**src/rtl/serial_tx_pw.sv**
```systemverilog
// serial_tx_pw: pulse-width-encoded serial transmitter with req/busy/ack handshake.
// Define SERIAL_TX_PW_GAP_EN to add the ngap port and an idle GAP state after the last bit.
module serial_tx_pw #(
  parameter int DATA_W = 256,
  parameter int NBITS_W = 9,
  parameter int CNT_W = 32,
  parameter int MSB_FIRST = 1
) (
  input  logic               clk,
  input  logic               rst,
  input  logic               req,
  input  logic [DATA_W-1:0]  data,
  input  logic [NBITS_W-1:0] nbits,
  input  logic [CNT_W-1:0]   n0,
  input  logic [CNT_W-1:0]   n1,
  input  logic [CNT_W-1:0]   nper,
  input  logic               y0,
`ifdef SERIAL_TX_PW_GAP_EN
  input  logic [CNT_W-1:0]   ngap,
`endif
  output logic               busy,
  output logic               ack,
  output logic               y
);
  localparam int IW = $clog2(DATA_W);
`ifdef SERIAL_TX_PW_GAP_EN
  typedef enum logic [1:0] {IDLE, BIT, DONE, GAP} state_t;
  logic [CNT_W-1:0] ng_l, ng_n;
`else
  typedef enum logic [1:0] {IDLE, BIT, DONE} state_t;
`endif
  state_t st, st_n;
  logic [DATA_W-1:0] data_l, data_n;
  logic [NBITS_W-1:0] nb_l, nb_n, idx, idx_n;
  logic [CNT_W-1:0] n0_l, n0_n, n1_l, n1_n, np_l, np_n, c, c_n, w;
  logic y0_l, y0_n, y_n;
  logic [IW-1:0] pos;
  always_comb begin
    st_n = st;
    data_n = data_l;
    nb_n = nb_l;
    n0_n = n0_l;
    n1_n = n1_l;
    np_n = np_l;
    y0_n = y0_l;
    idx_n = idx;
    c_n = c;
`ifdef SERIAL_TX_PW_GAP_EN
    ng_n = ng_l;
`endif
    case (st)
      IDLE: if (req) begin
        data_n = data;
        nb_n = nbits > NBITS_W'(DATA_W) ? NBITS_W'(DATA_W) : nbits;
        n0_n = n0;
        n1_n = n1;
        np_n = nper == '0 ? CNT_W'(1) : nper;
        y0_n = y0;
`ifdef SERIAL_TX_PW_GAP_EN
        ng_n = ngap;
`endif
        idx_n = '0;
        c_n = '0;
        st_n = nb_n == '0 ? DONE : BIT;
      end
      BIT: if (c != np_l - CNT_W'(1)) c_n = c + CNT_W'(1);
      else begin
        c_n = '0;
        idx_n = idx + NBITS_W'(1);
`ifdef SERIAL_TX_PW_GAP_EN
        if (idx == nb_l - NBITS_W'(1)) st_n = ng_l == '0 ? DONE : GAP;
`else
        if (idx == nb_l - NBITS_W'(1)) st_n = DONE;
`endif
      end
`ifdef SERIAL_TX_PW_GAP_EN
      GAP: begin
        c_n = c + CNT_W'(1);
        if (c == ng_l - CNT_W'(1)) st_n = DONE;
      end
`endif
      DONE: st_n = IDLE;
      default: st_n = IDLE;
    endcase
  end
  // y is registered from the next-state view so bit 0 shows right after the accepting edge
  assign pos = MSB_FIRST != 0 ? IW'(nb_n - NBITS_W'(1) - idx_n) : IW'(idx_n);
  assign w = data_n[pos] ? n1_n : n0_n;
  assign y_n = st_n == BIT ? (c_n < w ? ~y0_n : y0_n) : st_n == IDLE ? y0 : y0_n;
  always_ff @(posedge clk) begin
    if (!rst) begin
      st <= IDLE;
      y <= y0;
    end else begin
      st <= st_n;
      y <= y_n;
    end
    data_l <= data_n;
    nb_l <= nb_n;
    n0_l <= n0_n;
    n1_l <= n1_n;
    np_l <= np_n;
    y0_l <= y0_n;
    idx <= idx_n;
    c <= c_n;
`ifdef SERIAL_TX_PW_GAP_EN
    ng_l <= ng_n;
`endif
  end
  assign busy = st != IDLE;
  assign ack = st == DONE;
endmodule
```
**config.mk**
```make
export PLATFORM = sky130hd
export DESIGN_NAME = serial_tx_pw
export DESIGN_NICKNAME = d
export VERILOG_FILES = /design/src/rtl/serial_tx_pw.sv
export SDC_FILE = /design/constraint.sdc
export NUM_CORES = 1
export LEC_CHECK = 0
export BUFFER_PORTS_ARGS = -buffer_cell sky130_fd_sc_hd__buf_2
export CAP_MARGIN = 25
export CORE_ASPECT_RATIO = 0.5
export CORE_MARGIN = 2
export CORE_UTILIZATION = 45
export CTS_CLUSTER_DIAMETER = 200
export CTS_CLUSTER_SIZE = 8
export DETAILED_ROUTE_END_ITERATION = 16
export PLACE_DENSITY = 0.69
export SYNTH_ARGS = -nofsm -noshare
export SYNTH_HDL_FRONTEND = slang
export SYNTH_SLANG_ARGS = --single-unit
```
**constraint.sdc**
```tcl
create_clock -name clk -period 8.85 [get_ports clk]
set_input_delay 0.4425 -clock clk [delete_from_list [all_inputs] [get_ports clk]]
set_output_delay 0.4425 -clock clk [all_outputs]
set_load 0.1 [all_outputs]
```
# Yosys cells after proc, flatten, opt, wreduce, memory -nomap -nowiden

Index checks and enable logic that the tools add are counted.
W data, S select, Z words.

Register bits: 406
Word-level logic and storage cells: 60
Input port bits: 365

Multiplexer cells: 29
Equality and inequality tests: 5
Add/subtract/negate cells: 6
Reduce and logical (&&, ||, !) cells: 6
$lt $le $gt $ge: 3
Bitwise logic cells: 1

Operator list:

| operator                | number |
|---|---|
| $mux W256               | 2 |
| $mux W32                | 7 |
| $pmux W32 S2            | 1 |
| $mux W9                 | 5 |
| $add A32 B1 Y32 const B | 1 |
| $logic_not A32 Y1       | 1 |
| $lt A32 B32 Y1          | 1 |
| $ne A32 B32 Y1          | 1 |
| $sub A32 B1 Y32 const B | 1 |
| $pmux W9 S2             | 1 |
| $add A9 B1 Y9 const B   | 1 |
| $eq A9 B9 Y1            | 1 |
| $gt A9 B9 Y1 const B    | 1 |
| $logic_not A9 Y1        | 1 |
| $lt A8 B9 Y1 const B    | 1 |
| $sub A9 B1 Y9 const B   | 1 |
| $bmux W1 S8             | 1 |
| $mux W2                 | 4 |
| $sub A8 B1 Y8 const B   | 1 |
| $sub A8 B8 Y8           | 1 |
| $mux W1                 | 7 |
| $eq A2 B1 Y1 const B    | 2 |
| $logic_not A2 Y1        | 2 |
| $pmux W2 S2             | 1 |
| other kinds (4)         | 4 |

# Longest topological paths before layout

Gate-level depths: netlist (run 1).

Depth in word-level cells: 13
Mapped depth: 42
Depth with buffers taken out: 36

# Least setup slack after synthesis (run 1)

Ideal clock, no wire load.

Path kind: register to register
Start: reg np_l[14]
End: reg y
Path slack: -0.452 ns
Setup time: 0.095 ns
Data arrival time: 9.207 ns
Required time: 8.755 ns
Cell stages (with the launch flop): 42
Cell sequence: edfxtp_1 or4_1 buf_2 or4_1 a2111o_1 a211oi_2 nand4_1 nor4_1 nand2b_1 clkbuf_1 nand2_1 inv_1 a21o_1 ha_1 fa_1 xnor2_1 clkbuf_1 clkbuf_1 [... 6 more ...] nand3_1 o21a_1 o221a_2 nor2_1 buf_2 mux2i_1 ha_1 a21o_1 a21o_1 a21o_1 a21o_1 a21o_1 a21o_1 a21oi_1 o2111ai_1 nor4_1 o41ai_1 a221oi_1

Cells in the longest elaborated chain, start to end: 12
Elaborated cells on any way between the ends: 19
Those cells by class: add/sub: 2; order compare: 1; eq/ne: 2; mux: 13; reduce/logical: 1

RTL lines:

| element                       | line | source |
|---|---|---|
| from (decl)                   | 35   | `logic [CNT_W-1:0] n0_l, n0_n, n1_l, n1_n, np_l, np_n, c, c_n, w;` |
| from (signal assigned)        | 102  | `np_l <= np_n;` |
| $sub A32 B1 Y32 *             | 66   | `BIT: if (c != np_l - CNT_W'(1)) c_n = c + CNT_W'(1);` |
| $ne A32 B32 Y1 *              | 66   |  |
| $mux W9                       | 66   |  |
| $pmux W9 S2                   | 51   | `case (st)` |
| $sub A8 B8 Y8                 | 87   | `assign pos = MSB_FIRST != 0 ? IW'(nb_n - NBITS_W'(1) - idx_n) : IW'(idx_n);` |
| $bmux W1 S8                   | 88   | `assign w = data_n[pos] ? n1_n : n0_n;` |
| $mux W1 (implied by the code) | 88   |  |
| $mux W32                      | 88   |  |
| $lt A32 B32 Y1                | 89   | `assign y_n = st_n == BIT ? (c_n < w ? ~y0_n : y0_n) : st_n == IDLE ? y0 : y0_n;` |
| $mux W1                       | 89   |  |
| $mux W1 *                     | 89   |  |
| $mux W1 *                     | 91   | `if (!rst) begin` |
| to (signal assigned)          | 93   | `y <= y0;` |
| to (signal assigned)          | 96   | `y <= y_n;` |
| to (decl)                     | 23   | `output logic y` |

Mark *: on every way between the ends. The rest lies on a longest branch, timed or not. The select of a mux whose other input is x is not followed.
A chain may end at the register's enable or synchronous reset.

# Final worst setup path (run 1)

Start: reg np_l[23]
End: reg y

Same word-level chain as after synthesis.

==> impl_metrics.ini, run 1 <==
[outcome]
status = complete, but fails checks
failed_checks = negative setup slack

[routing]
final_antenna_net_count = 0
totalWireLength_mm = 62.8
drc_errors = 0
drtIter0Drc = 1445
via_per_inst = 5.47
wl_per_cell_um = 18.7
drt-pass1-iter-count = 7
vias = 18300

[logic_synthesis]
synth_compound_area_share_pct = 10.2
synth_fa_ha_area_share_pct = 2.71
synth-simple-area-share_pct = 23.4
ys_ff_latch = 406
synth.largest_area_cell = dfxtp_1
synthXorXnorAreaFrac_pct = 2.30
yosysWarnings = 0
ys_async_sr_fraction_pct = 0
synth_cells = 2293
synth_top_family_by_area = simple AND/OR/NAND/NOR gates
synth_edf_count = 34
syn_avg_cell_area_um2 = 8.79
synth_nets = 2701
yosysTopAreaCellShare_pct = 37.0
synth_area_um2 = 20100
muxShareOfSynthArea_pct = 15.6
synth_cell_types = 81
yosysSeqAreaShare_pct = 42.0
synth_area_leaders = dfxtp_1 37%, nand2_1 15%, mux4_2 7.9%, mux2_2 5.6%, edfxtp_1 5.1%
ys.flop_type = dfxtp_1

[power_and_ir_drop]
p_per_area_nw_per_um2 = 246
peakVddDrop_mv = 0.157
p_leak_nw = 11.9
p_total_mw = 6.35

[placement]
io_buffers = 367
gp_congestion = 0.930
dp_hpwl_mm = 46.0
dp_slack_ns = -0.441
dp.cells = 3240

[sta]
grt_setup_unrepaired = yes
slew-limit-headroom_pct = 37.9
drv_slew = 0
setup_ws_ns = -0.0470
finalSetupViolCount = 1
holdWs_ns = 0.0478
max_freq_ghz = 0.112
hold_viol_final = 0
final.setup_skew_ns = 0.0291
period_share_pct = 101
fin_crit_ns = 8.90
tightest_slew_ns = 0.932

[floorplanning]
floorplan.initialDensity_pct = 45.9
die-area_um2 = 46600
die_h_um = 154
num_rows = 54
core_area_um2 = 43800
die_width_um = 303
num_io_pins = 368

[worst_setup_path]
critical_path_arrival_ns = 9.38
ff2ff_path_depth = 37
critical_path.top_delay_family = compound AO/OA/AOI/OAI gates
crit_type = register to register
crit_top_cell = a21o_1
cp.required_ns = 9.33
slowest_stage = or4_4
r2r_end = y
reg2reg_slack_ns = -0.05
startpoint_type = register
crit_path_max_fanout = 6
slowest_delay_ns = 0.56
cp_num_buf_inv = 5
cp-end-kind = register
r2r-start = np_l[23]

[clocking]
clock-sinks = 406
clockRootBuffer = clkbuf_16
clockBufferDepth = 3
h-tree-depth = 2
clk_latency_ns = 0.59
cts_inserted_buffers = 56
clk_pin_slew_ns = 0.05
cts_tree = yes
hold_buffers = 0

[cells_and_area]
final_common_cell = nand2_1
layout_common_cells = 783 x nand2_1, 372 x dfxtp_1, 367 x buf_2
utilization_pct = 58.8
final_cells = 3352
nNetsFinal = 3152
drive_gt1_share_pct = 31.8
area_delta_synth_final_pct = 28.0

[worst_hold_path]
whs_endpoint = data_l[157]
hold_path.class = input pin to register
hold_depth = 3
min-delay-start = data[157]

[global_routing]
overflow = 0
grt_pass1_wl_mm = 96.4
grt_usage_pct = 26.0
antenna_found_initial = 12
grt_max_degree = 181
grt_pass1_vias = 17900

[run]
cap_violations = 0
==> tightest hold or removal path, cell delays in order <==
cell	delay, ns
buf_2	0.08
nand2_1	0.04
nand2_1	0.04
==> layer usage <==
metal  global-route usage, %  share of wire, %
met5                       0                 0
met4                    8.91               3.3
met3                    4.45               5.3
met2                    45.8                50
met1                    32.1                41
==> synthesized netlist by cell type, types with 22 or more instances <==
library cell,count
o21ai_0,64
nor3_1,26
nor4_1,30
nand3_1,40
a22oi_1,22
inv_1,29
and3_1,23
dfxtp_1,372
mux4_2,71
mux2_2,101
xnor2_1,32
nor2_1,75
a21oi_1,32
a21o_1,24
mux2i_1,40
edfxtp_1,34
ha_1,42
o22ai_1,23
nand4_1,27
clkbuf_1,121
buf_2,22
nand2_1,785
==> state kept, by name, summed over array words and instances (netlist names), 2 cells and up <==
| name | cells |
|---|---|
| data_l | 256 |
| c | 32 |
| n0_l | 32 |
| n1_l | 32 |
| np_l | 32 |
| idx | 9 |
| nb_l | 9 |
| st | 2 |
==> worst max path at each step <==
| stage | from | to | depth (start not counted) |
|---|---|---|---|
| after global placement | np_l[14] | y | 36 |
| after floorplan | np_l[14] | y | 37 |
| after global routing | np_l[23] | y | 36 |
| final | np_l[23] | y | 37 |
| after CTS | np_l[14] | y | 41 |
| after detailed placement | np_l[14] | y | 35 |
==> where the power goes <==
| part | total [mW] | switching (mW) | internal, mW |
|---|---|---|---|
| Clock | 1.93 | 0.785 | 1.14 |
| Sequential | 2.19 | 0.0924 | 2.10 |
| Combinational | 2.23 | 1.14 | 1.09 |
| Total | 6.35 | 2.02 | 4.33 |
==> repair_timing <==
| item | in CTS | in global routing |
|---|---|---|
| endpoints found under the setup margin | 1 | 1 |
| buffers inserted | 7 | 24 |
| resized for setup | 59 | 59 |
| pin swaps | 14 | 48 |
| cloned | 1 | 2 |
==> final cells by class <==
class	instances	area, µm²
sequential	406	8470
clock inverter	2	38.8
multi-input combinational	1698	11500
tap	588	736
antenna	12	30.0
inverter	31	124
fill	3777	18100
timing repair buffer	551	3440
clock buffer	64	1460
==> stage by stage <==
| step | cell area, µm² | setup TNS (ns) |
|---|---|---|
| floorplan | 20200 | 0 |
| global placement | 23300 | -0.311 |
| detailed placement | 23300 | -0.441 |
| CTS | 25200 | 0 |
| global route | 25800 | -0.359 |
| finish | 25800 | -0.0470 |
==> kinds of logic (layout without fill, tap and decap cells) <==
group | count (synthesis) | in the layout
simple gates | 1093 | 1093
flops | 406 | 406
compound gates | 297 | 297
mux | 212 | 212
buf+inv | 189 | 648
xor+xnor | 53 | 53
fa+ha+maj | 43 | 43
other cells | 0 | 12
Note: power is estimated with default switching activity, not from simulation.
==> inputs of run 2 (changes only) <==
- BUFFER_PORTS_ARGS: -buffer_cell sky130_fd_sc_hd__buf_2 -> -buffer_cell sky130_fd_sc_hd__buf_4
- PLACE_DENSITY: 0.69 -> 0.67
- clock period: 8.85 -> 10.75 ns (I/O delays scaled with it)
==> run 2 against run 1 <==
Against the previous run:
- the flow now finishes without violations
- clock power shrank 18%
- register-to-register slack better by 0.67 ns
- power is 24% lower
- via count down 3.3%
- setup slack better by 0.67 ns
- die area unchanged
- flip-flop and latch count did not move
- combinational power shrank 36%
- maximum frequency down 12%
- critical path depth decreased by 5
- largest power group is now sequential cells
- highest routed layer is now met5
==> impl_metrics.ini, run 2 (synthesis gave the netlist of run 1 again) <==
[global_routing]
grt_max_degree = 173
grt_pass1_wl_mm = 94.5
grt_usage_pct = 25.7
grt_pass1_vias = 17300
overflow = 0
antenna_found_initial = 5

[routing]
vias = 17700
final_antenna_net_count = 0
drt-pass1-iter-count = 5
totalWireLength_mm = 61.2
drc_errors = 0
via_per_inst = 5.57
wl_per_cell_um = 19.2
drtIter0Drc = 1548

[clocking]
h-tree-depth = 2
clk_latency_ns = 0.59
clk_pin_slew_ns = 0.06
clockBufferDepth = 3
cts_inserted_buffers = 56
clock-sinks = 406
cts_tree = yes
hold_buffers = 0
cts_resized = 0
clockRootBuffer = clkbuf_16
cts_setup_buffers = 0

[sta]
tightest_slew_ns = 0.998
grt_setup_unrepaired = no
drv_slew = 0
holdWs_ns = 0.145
hold_viol_final = 0
final.setup_skew_ns = 0.0243
period_share_pct = 94.2
max_freq_ghz = 0.0987
slew-limit-headroom_pct = 33.5
setup_ws_ns = 0.621
finalSetupViolCount = 0
fin_crit_ns = 10.13
fin_setup_tns_ns = 0

[placement]
io_buffers = 367
dp_slack_ns = 0.524
dp_hpwl_mm = 45.8
dp.cells = 3115
placed_cell_area_um2 = 23200
gp_congestion = 0.914

[worst_hold_path]
hold_path.class = input pin to register

[worst_setup_path]
cp-end-kind = register
cp_num_buf_inv = 1
crit_path_max_fanout = 13
critical_path_arrival_ns = 10.62
startpoint_type = register
crit_type = register to register
crit_top_cell = or4_1
critical_path.top_delay_family = simple AND/OR/NAND/NOR gates
slowest_stage = or4_1
slowest_delay_ns = 0.69
cp.required_ns = 11.24

[cells_and_area]
layout_common_cells = 785 x nand2_1, 390 x buf_4, 372 x dfxtp_1
area_delta_synth_final_pct = 23.0
design_area_um2 = 24800
final_cells = 3186
drive_gt1_share_pct = 24.9
top_register = data_l
utilization_pct = 56.5
largest_register_ffs = 256
final_common_cell = nand2_1
nNetsFinal = 2993

[power_and_ir_drop]
p_switching_mw = 1.52
p_int_mw = 3.29
clkPwrFrac_pct = 32.9
p_comb_share_pct = 29.6
peakVddDrop_mv = 0.140
swShare_pct = 31.5
p_total_mw = 4.81
p_per_area_nw_per_um2 = 194
p_leak_nw = 11.2
p_seq_share_pct = 37.5

[floorplanning]
core_area_um2 = 43800
floorplan.initialDensity_pct = 45.9
die_width_um = 303
num_rows = 54
die-area_um2 = 46600
num_io_pins = 368
die_h_um = 154

[run]
cap_violations = 0

[outcome]
status = complete, no violations
-- run 2: power by group through the flow --
stage / clock (mW) / combinational, mW / sequential [mW]
finish: 1.58 / 1.42 / 1.81
CTS: 1.61 / 1.41 / 1.80
global route: 1.67 / 1.55 / 1.82
detailed placement: 0 / 1.40 / 1.83
floorplan: 0 / 0.944 / 1.81
global placement: 0 / 1.39 / 1.82
-- run 2: routing by layer --
| metal | vias up | track usage, % | part of all wire [%] |
|---|---|---|---|
| met4 | 2 | 8.19 | 2.8 |
| li1 | 8597 | - | - |
| met2 | 515 | 46.4 | 51 |
| met3 | 120 | 4.32 | 5.4 |
| met1 | 8515 | 31.1 | 41 |
| met5 | - | 0 | 0.018 |
-- run 2: area by class of cell --
cell class | instances | area (µm²)
clock buffers | 65 | 1470
well taps | 588 | 736
multi-input cells | 1698 | 11000
repair buffers | 392 | 2970
inverters | 31 | 124
diodes | 4 | 10.0
clock inverters | 2 | 38.8
fillers | 3971 | 19100
flip-flops and latches | 406 | 8470
-- run 2: worst reg2reg max path: cells and delay by family, from the launching register on --
kind,cells,cell delay [ns]
AO/OA/AOI/OAI,11,2.95
multiplexers,2,0.59
buffers and inverters,1,0.29
adder cells (fa/ha/maj),2,0.55
flip-flops,1,0.48
AND/OR/NAND/NOR,16,5.17
-- run 2: worst paths after layout --
kind	from	depth (start not counted)	slack (ns)	to
max	np_l[14]	32	0.62	y
min reg2reg	data_l[248]	2	0.44	data_l[248]
min	data[176]	3	0.15	data_l[176]
max reg2reg	np_l[14]	32	0.62	y
